File: src/rtl/Cache_struct.sv
// Shared cache types: MESI line state, set layout, bus opcodes and
// the miss-handler FSM state encoding.
package Cache_struct;

   localparam int WAYS = 8;
   localparam int TAG  = 18;

   typedef enum logic [1:0] {M = 2'd0, E = 2'd1, S = 2'd2, I = 2'd3} mesi_t;

   typedef struct packed {
      logic [TAG-1:0] tag;
      mesi_t          mesi;
   } line_t;

   typedef line_t [WAYS-1:0] sets_nway_t;

   typedef enum logic [1:0] {READ = 2'd0, RWIM = 2'd1, INVALIDATE = 2'd2, WRITEBACK = 2'd3} bus_op_t;

   typedef enum logic [2:0] {
      ST_IDLE   = 3'd0,
      ST_DECIDE = 3'd1,
      ST_INV    = 3'd2,
      ST_WB     = 3'd3,
      ST_FILL   = 3'd4,
      ST_UPDATE = 3'd5
   } state_t;

endpackage

File: src/rtl/plru_tree.sv
// Combinational 8-way tree pseudo-LRU. Node n has children 2n+1/2n+2,
// leaves are ways 0..7 left to right, a 0 bit points left.
module plru_tree (
   input  logic [6:0] i_bits,
   input  logic [2:0] i_way,
   output logic [2:0] o_victim,
   output logic [6:0] o_bits
);

   logic [2:0] w_n1;
   logic [2:0] w_n2;
   logic [2:0] w_u1;
   logic [2:0] w_u2;

   // Victim walk: follow the bit at each level from the root down.
   always_comb begin
      o_victim[2] = i_bits[0];
      w_n1        = 3'd1 + {2'b00, i_bits[0]};
      o_victim[1] = i_bits[w_n1];
      w_n2        = 3'd3 + {1'b0, o_victim[2], o_victim[1]};
      o_victim[0] = i_bits[w_n2];
   end

   // Access update: every node on the way's path points to the other side.
   always_comb begin
      o_bits       = i_bits;
      w_u1         = 3'd1 + {2'b00, i_way[2]};
      w_u2         = 3'd3 + {1'b0, i_way[2:1]};
      o_bits[0]    = ~i_way[2];
      o_bits[w_u1] = ~i_way[1];
      o_bits[w_u2] = ~i_way[0];
   end

endmodule

File: src/rtl/cache_miss_handler.sv
// Cache miss handler: completes one processor read/write per request,
// updating MESI/PLRU on hits and doing victim writeback + fill on misses.
// Optional statistics counters are enabled with the CACHE_STATS_EN macro.
module cache_miss_handler
   import Cache_struct::*;
#(
   parameter int WAYS_REP = 3,
   parameter int INDEX    = 14,
   parameter int CNT_W    = 32
) (
   input  logic                   clk,
   input  logic                   rstb,
   input  logic                   req_valid,
   output logic                   req_ready,
   input  logic                   req_write,
   input  logic [TAG-1:0]         req_tag,
   input  logic [INDEX-1:0]       req_index,
   input  sets_nway_t             sets,
   input  logic [6:0]             plru_in,
   input  logic                   hit,
   input  logic [WAYS_REP-1:0]    hit_way,
   output logic                   bus_valid,
   output bus_op_t                bus_op,
   output logic [TAG+INDEX-1:0]   bus_addr,
   input  logic                   bus_ack,
   input  logic                   bus_shared,
   output logic                   upd_valid,
   output logic [WAYS_REP-1:0]    upd_way,
   output logic [TAG-1:0]         upd_tag,
   output mesi_t                  upd_mesi,
   output logic [6:0]             plru_out,
   output logic                   done
`ifdef CACHE_STATS_EN
   ,
   output logic [CNT_W-1:0]       hit_cnt,
   output logic [CNT_W-1:0]       miss_cnt,
   output logic [CNT_W-1:0]       wb_cnt
`endif
);

   state_t                r_state;
   state_t                w_next;
   logic                  r_write;
   logic [TAG-1:0]        r_tag;
   logic [INDEX-1:0]      r_index;
   logic [WAYS_REP-1:0]   r_way;
   logic [TAG-1:0]        r_victim_tag;
   mesi_t                 r_mesi;
   logic [6:0]            r_plru;
   logic                  r_bus_valid;
   logic                  w_ack;
   logic                  w_any_inv;
   logic [WAYS_REP-1:0]   w_inv_way;
   logic [WAYS_REP-1:0]   w_plru_victim;
   logic [WAYS_REP-1:0]   w_way;
   logic [6:0]            w_plru_upd;
   logic                  w_bus_state;

   plru_tree u_plru (
      .i_bits   (plru_in),
      .i_way    (w_way),
      .o_victim (w_plru_victim),
      .o_bits   (w_plru_upd)
   );

   // Lowest-numbered invalid way, scanned high to low so the lowest wins.
   always_comb begin
      w_any_inv = 1'b0;
      w_inv_way = '0;
      for (int k = WAYS - 1; k >= 0; k--) begin
         if (sets[k].mesi == I) begin
            w_any_inv = 1'b1;
            w_inv_way = k[WAYS_REP-1:0];
         end
      end
   end

   // Way being serviced: hit way, else first invalid, else PLRU victim.
   always_comb begin
      w_way = hit ? hit_way : (w_any_inv ? w_inv_way : w_plru_victim);
   end

   // An ack only counts once our request is visible on the bus.
   assign w_bus_state = (r_state == ST_INV) || (r_state == ST_WB) || (r_state == ST_FILL);
   assign w_ack       = bus_ack && r_bus_valid && w_bus_state;

   // State register.
   always_ff @(posedge clk or negedge rstb) begin
      if (!rstb) r_state <= ST_IDLE;
      else       r_state <= w_next;
   end

   // Next-state decode.
   always_comb begin
      w_next = r_state;
      case (r_state)
         ST_IDLE:   if (req_valid) w_next = ST_DECIDE;
         ST_DECIDE: begin
            if (hit) begin
               if (r_write && (sets[hit_way].mesi == S)) w_next = ST_INV;
               else                                      w_next = ST_UPDATE;
            end else if (sets[w_way].mesi == M) begin
               w_next = ST_WB;
            end else begin
               w_next = ST_FILL;
            end
         end
         ST_INV:    if (w_ack) w_next = ST_UPDATE;
         ST_WB:     if (w_ack) w_next = ST_FILL;
         ST_FILL:   if (w_ack) w_next = ST_UPDATE;
         ST_UPDATE: w_next = ST_IDLE;
         default:   w_next = ST_IDLE;
      endcase
   end

   // Request latch, decision capture and fill result.
   always_ff @(posedge clk or negedge rstb) begin
      if (!rstb) begin
         r_write      <= 1'b0;
         r_tag        <= '0;
         r_index      <= '0;
         r_way        <= '0;
         r_victim_tag <= '0;
         r_mesi       <= M;
         r_plru       <= '0;
      end else begin
         if ((r_state == ST_IDLE) && req_valid) begin
            r_write <= req_write;
            r_tag   <= req_tag;
            r_index <= req_index;
         end
         if (r_state == ST_DECIDE) begin
            r_way        <= w_way;
            r_victim_tag <= sets[w_way].tag;
            r_plru       <= w_plru_upd;
            r_mesi       <= r_write ? M : (hit ? sets[hit_way].mesi : E);
         end
         if ((r_state == ST_FILL) && w_ack && !r_write) begin
            r_mesi <= bus_shared ? S : E;
         end
      end
   end

   // Bus request rises one cycle into a bus state and drops after the ack.
   always_ff @(posedge clk or negedge rstb) begin
      if (!rstb)            r_bus_valid <= 1'b0;
      else if (w_ack)       r_bus_valid <= 1'b0;
      else                  r_bus_valid <= w_bus_state;
   end

   // Bus opcode/address and commit outputs, zero outside their states.
   always_comb begin
      bus_op   = READ;
      bus_addr = '0;
      case (r_state)
         ST_INV:  begin bus_op = INVALIDATE; bus_addr = {r_tag, r_index}; end
         ST_WB:   begin bus_op = WRITEBACK;  bus_addr = {r_victim_tag, r_index}; end
         ST_FILL: begin bus_op = r_write ? RWIM : READ; bus_addr = {r_tag, r_index}; end
         default: begin bus_op = READ; bus_addr = '0; end
      endcase
      req_ready = (r_state == ST_IDLE);
      bus_valid = r_bus_valid;
      upd_valid = (r_state == ST_UPDATE);
      done      = (r_state == ST_UPDATE);
      upd_way   = upd_valid ? r_way : '0;
      upd_tag   = upd_valid ? r_tag : '0;
      upd_mesi  = upd_valid ? r_mesi : M;
      plru_out  = upd_valid ? r_plru : '0;
   end

`ifdef CACHE_STATS_EN
   // Saturating hit/miss/writeback counters.
   always_ff @(posedge clk or negedge rstb) begin
      if (!rstb) begin
         hit_cnt  <= '0;
         miss_cnt <= '0;
         wb_cnt   <= '0;
      end else begin
         if ((r_state == ST_DECIDE) && hit && (hit_cnt != '1))   hit_cnt  <= hit_cnt + 1'b1;
         if ((r_state == ST_DECIDE) && !hit && (miss_cnt != '1)) miss_cnt <= miss_cnt + 1'b1;
         if ((r_state == ST_WB) && w_ack && (wb_cnt != '1))      wb_cnt   <= wb_cnt + 1'b1;
      end
   end
`endif

endmodule

File: config.mk
export PLATFORM = sky130hd
export DESIGN_NAME = cache_miss_handler
export DESIGN_NICKNAME = d
export VERILOG_FILES = /design/src/rtl/Cache_struct.sv /design/src/rtl/plru_tree.sv /design/src/rtl/cache_miss_handler.sv
export SDC_FILE = /design/constraint.sdc
export NUM_CORES = 1
export LEC_CHECK = 0
export CAP_MARGIN = 0
export CORE_AREA = 2 2 108 110
export CTS_BUF_LIST = sky130_fd_sc_hd__clkbuf_8 sky130_fd_sc_hd__clkbuf_16
export DETAILED_ROUTE_END_ITERATION = 7
export DIE_AREA = 0 0 110 112
export DONT_BUFFER_PORTS = 1
export PLACE_DENSITY_LB_ADDON = 0.15
export SYNTH_ARGS = -nofsm -noshare
export SYNTH_HDL_FRONTEND = slang
export SYNTH_SLANG_ARGS = --single-unit
File: constraint.sdc
create_clock -name clk -period 2.8 [get_ports clk]
set_clock_uncertainty 0.05 [all_clocks]
set_input_delay 0.56 -clock clk [delete_from_list [all_inputs] [get_ports clk]]
set_output_delay 0.56 -clock clk [all_outputs]
set_load 0.05 [all_outputs]
==> metrics.csv <==
stage,metric,value,unit
die,die_w,110,µm
detailed_routing,vias,4557,
synth,synth-seq-area-share,0.331,
worst_setup_path,arrival,2.04,ns
clock_network,path_clk_slew,0.06,ns
worst_setup_path,slowest_stage,dfrtp_1,
synth,synth_cells,548,
worst_setup_path,ff2ff_path_depth,5,
placed_design,placed_area,6040,µm²
clock_network,cts-root-buf,clkbuf_16,
global_route,gr-usage-all-layers,0.252,
power,vdd_drop_max,809,µV
placed_design,place_hpwl,12600,µm
worst_setup_path,r2r-start,r_state[0],
clock_network,insertion_delay,0.32,ns
sta,setup_viol,0,
detailed_routing,vias_per_cell,6.04,
die,die_area,12300,µm²
worst_setup_path,ff2ff_setup_slack,0.70,ns
worst_setup_path,cp.required,2.19,ns
global_route,first_global_vias,4444,
synth,yosys_register_bits,67,
worst_setup_path,r2r_end,r_index[3],
global_route,grt_max_degree,68,
sta,period_share,0.946,
power,powerDensity,1110,nW/µm²
layout,fin_cells,754,
layout,layout-drive-gt1-share,0.308,
detailed_routing,initialDrtViolationCount,291,
layout,multi_input_area,3210,µm²
die,core,11200,µm²
sta,tightest_slew,0.517,ns
global_route,grt_pass1_wl,23900,µm
synth,synth_cell_types,50,
layout,diodes,0,
die,start_util,0.454,
power,p_total,7.08,mW
flow_run,cap_viol_max_count,0,
sta,period_needed,2.65,ns
worst_setup_path,start_kind,flop,
detailed_routing,finalWirelength,16000,µm
clock_network,postCtsSetupRepairBufs,0,
worst_setup_path,max_stage_delay,0.46,ns
clock_network,numCtsBuffers,9,
worst_setup_path,path_max_fanout,17,
detailed_routing,drc_errors,0,
outcome,status,finished clean,
die,io_pins,277,
layout,syn_to_final_growth,25.6,%
synth,synth_area,5070,µm²
global_route,antenna_found_initial,0,
worst_setup_path,crit_buf_inv,2,
placed_design,place.gp.congestion,0.905,
sta,relSlewSlack,0.656,
clock_network,cts_tree,done,
synth,syn_nets,762,
worst_setup_path,timing.setup.critical_path_class,reg -> out,
detailed_routing,ant_nets,0,
synth,postSynth.asyncResetShare,1.00,
placed_design,port_buffers,0,
placed_design,placed_cells,737,
power,p_leak,2.83,nW
sta,setup-tns-final,0,ns
worst_setup_path,cp_cell_sequence,nor2b_4 > and2_1 > buf_4 > a22o_1 > buf_12,
worst_hold_path,hp-class,in -> async,
die,fp-row-count,39,
synth,syn_area_per_cell,9.26,µm²
worst_setup_path,path_delay_family,simple AND/OR/NAND/NOR gates,
clock_network,htree_levels,3,
synth,synth_edf_count,0,
die,die_h,112,µm
detailed_routing,wl_per_cell,21.2,µm
synth,synthFlopType,dfrtp_1,
synth,yosysWarnings,0,
clock_network,cts_sinks,67,
global_route,grt_overflow_total,0,
clock_network,cts_max_path_buffers,2,
detailed_routing,dr.pass1.iters,5,
sta,finalHoldViolations,0,
sta,finalMaxSlewViolations,0,
layout,fillerInstances,1005,
layout,regArea,1680,µm²
layout,final_area,6370,µm²
layout,nNetsFinal,820,
sta,fmax,377,MHz
worst_setup_path,end_kind,output pin,
sequential cells by signal, summed over array words and instances, names as in the netlist:
| register | flops |
|---|---|
| r_state | 3 |
| r_plru | 7 |
| r_tag | 18 |
| r_index | 14 |
| r_write | 1 |
| r_mesi | 2 |
| r_victim_tag | 18 |
| bus_valid | 1 |
| r_way | 3 |
cell type report:
type | instances | area share
clock buffer | 9 | 0.0354
inverter | 3 | 0.00177
sequential | 67 | 0.263
tap | 143 | 0.0281
clock inverter | 7 | 0.00963
multi-input combinational | 431 | 0.504
timing repair buffer | 94 | 0.158
how the worst max path moves through the flow:
stage                        to  cells past startpoint       start  slack, ns
2_1_floorplan      bus_addr[15]                      6  r_state[0]      -0.07
3_3_place_gp   r_victim_tag[11]                     13  plru_in[0]      -0.05
3_5_place_dp   r_victim_tag[11]                     12  plru_in[0]      -0.15
4_1_cts            bus_addr[14]                      6  r_state[1]       0.01
5_1_grt        r_victim_tag[11]                     12  plru_in[0]    -0.0001
6_report           bus_addr[14]                      5  r_state[2]       0.15
what timing repair did:
action / in CTS / in global routing
hold buffers: 1 / 0
hold endpoints to repair: 67 / 0
setup endpoints to repair: 0 / 18
resized for setup: 0 / 4
per-stage QoR:
stage,utilization,setup WS (ns),hold slack (ns)
floorplan,-,-0.0676,0.214
global placement,0.541,-0.0543,0.216
detailed placement,0.541,-0.146,0.216
CTS,0.569,0.0128,0.0709
global route,0.570,-0.000122,0.0733
finish,0.570,0.151,0.0489
kinds of logic (layout without fill, tap and decap cells):
logic type,after synthesis,count (layout),share of synthesized area
buffers and inverters,50,113,0.0451
DFF,67,67,0.331
muxes,100,100,0.221
AOI/OAI and AO/OA,158,158,0.230
and+or+nand+nor,168,168,0.161
adders and majority gates,5,5,0.0123
layout by cell type, fill, tap and decap left out, types with 2 or more instances in the layout:
cell,synthesis,routed
a211o_1,20,20
mux2_2,52,52
o311ai_1,2,2
and3_1,2,2
nand4_1,2,2
nor2_1,20,19
clkinv_2,0,3
o211ai_1,36,36
a21oi_1,6,6
mux2i_1,43,43
a22o_2,0,9
inv_1,2,4
nor2b_1,20,19
mux4_2,4,4
buf_12,0,22
nand2_1,79,79
a22o_1,20,11
dfrtp_1,67,66
buf_4,2,70
a22oi_1,21,21
and2_1,35,35
a21o_1,3,3
a32o_1,2,2
o31ai_2,2,2
a31oi_1,5,5
ha_1,5,5
clkbuf_16,0,9
o21ai_0,13,13
o21ai_1,18,18
cells in the mapped netlist (3+ instances only):
cell type,instances,area share
mux2i_1,43,0.085
o211ai_1,36,0.053
o21ai_0,13,0.013
and2_1,35,0.043
mux4_2,4,0.018
a22o_1,20,0.035
a22oi_1,21,0.031
buf_2,9,0.0089
nor2_1,20,0.015
clkbuf_1,31,0.023
a21o_1,3,0.0044
dfrtp_1,67,0.33
a211o_1,20,0.035
o21ai_1,18,0.018
nor2b_1,20,0.025
buf_6,3,0.0067
ha_1,5,0.012
a31oi_1,5,0.0062
a21oi_1,6,0.0059
nand2_1,79,0.058
mux2_2,52,0.12
metal layers:
metal  GRT usage  up-vias  share of wire
met3      0.0597       26          0.082
li1            -     2139              -
met4      0.0776        0          0.019
met5           0        -              0
met1       0.333     2177           0.42
met2       0.406      215           0.48
power by group:
group | internal [mW] | leakage (nW) | switching, mW
logic | 1.72 | 1.86 | 2.45
clock network | 0.679 | 0.152 | 0.411
registers | 1.45 | 0.810 | 0.368
Note: power is estimated with default switching activity, not from simulation.
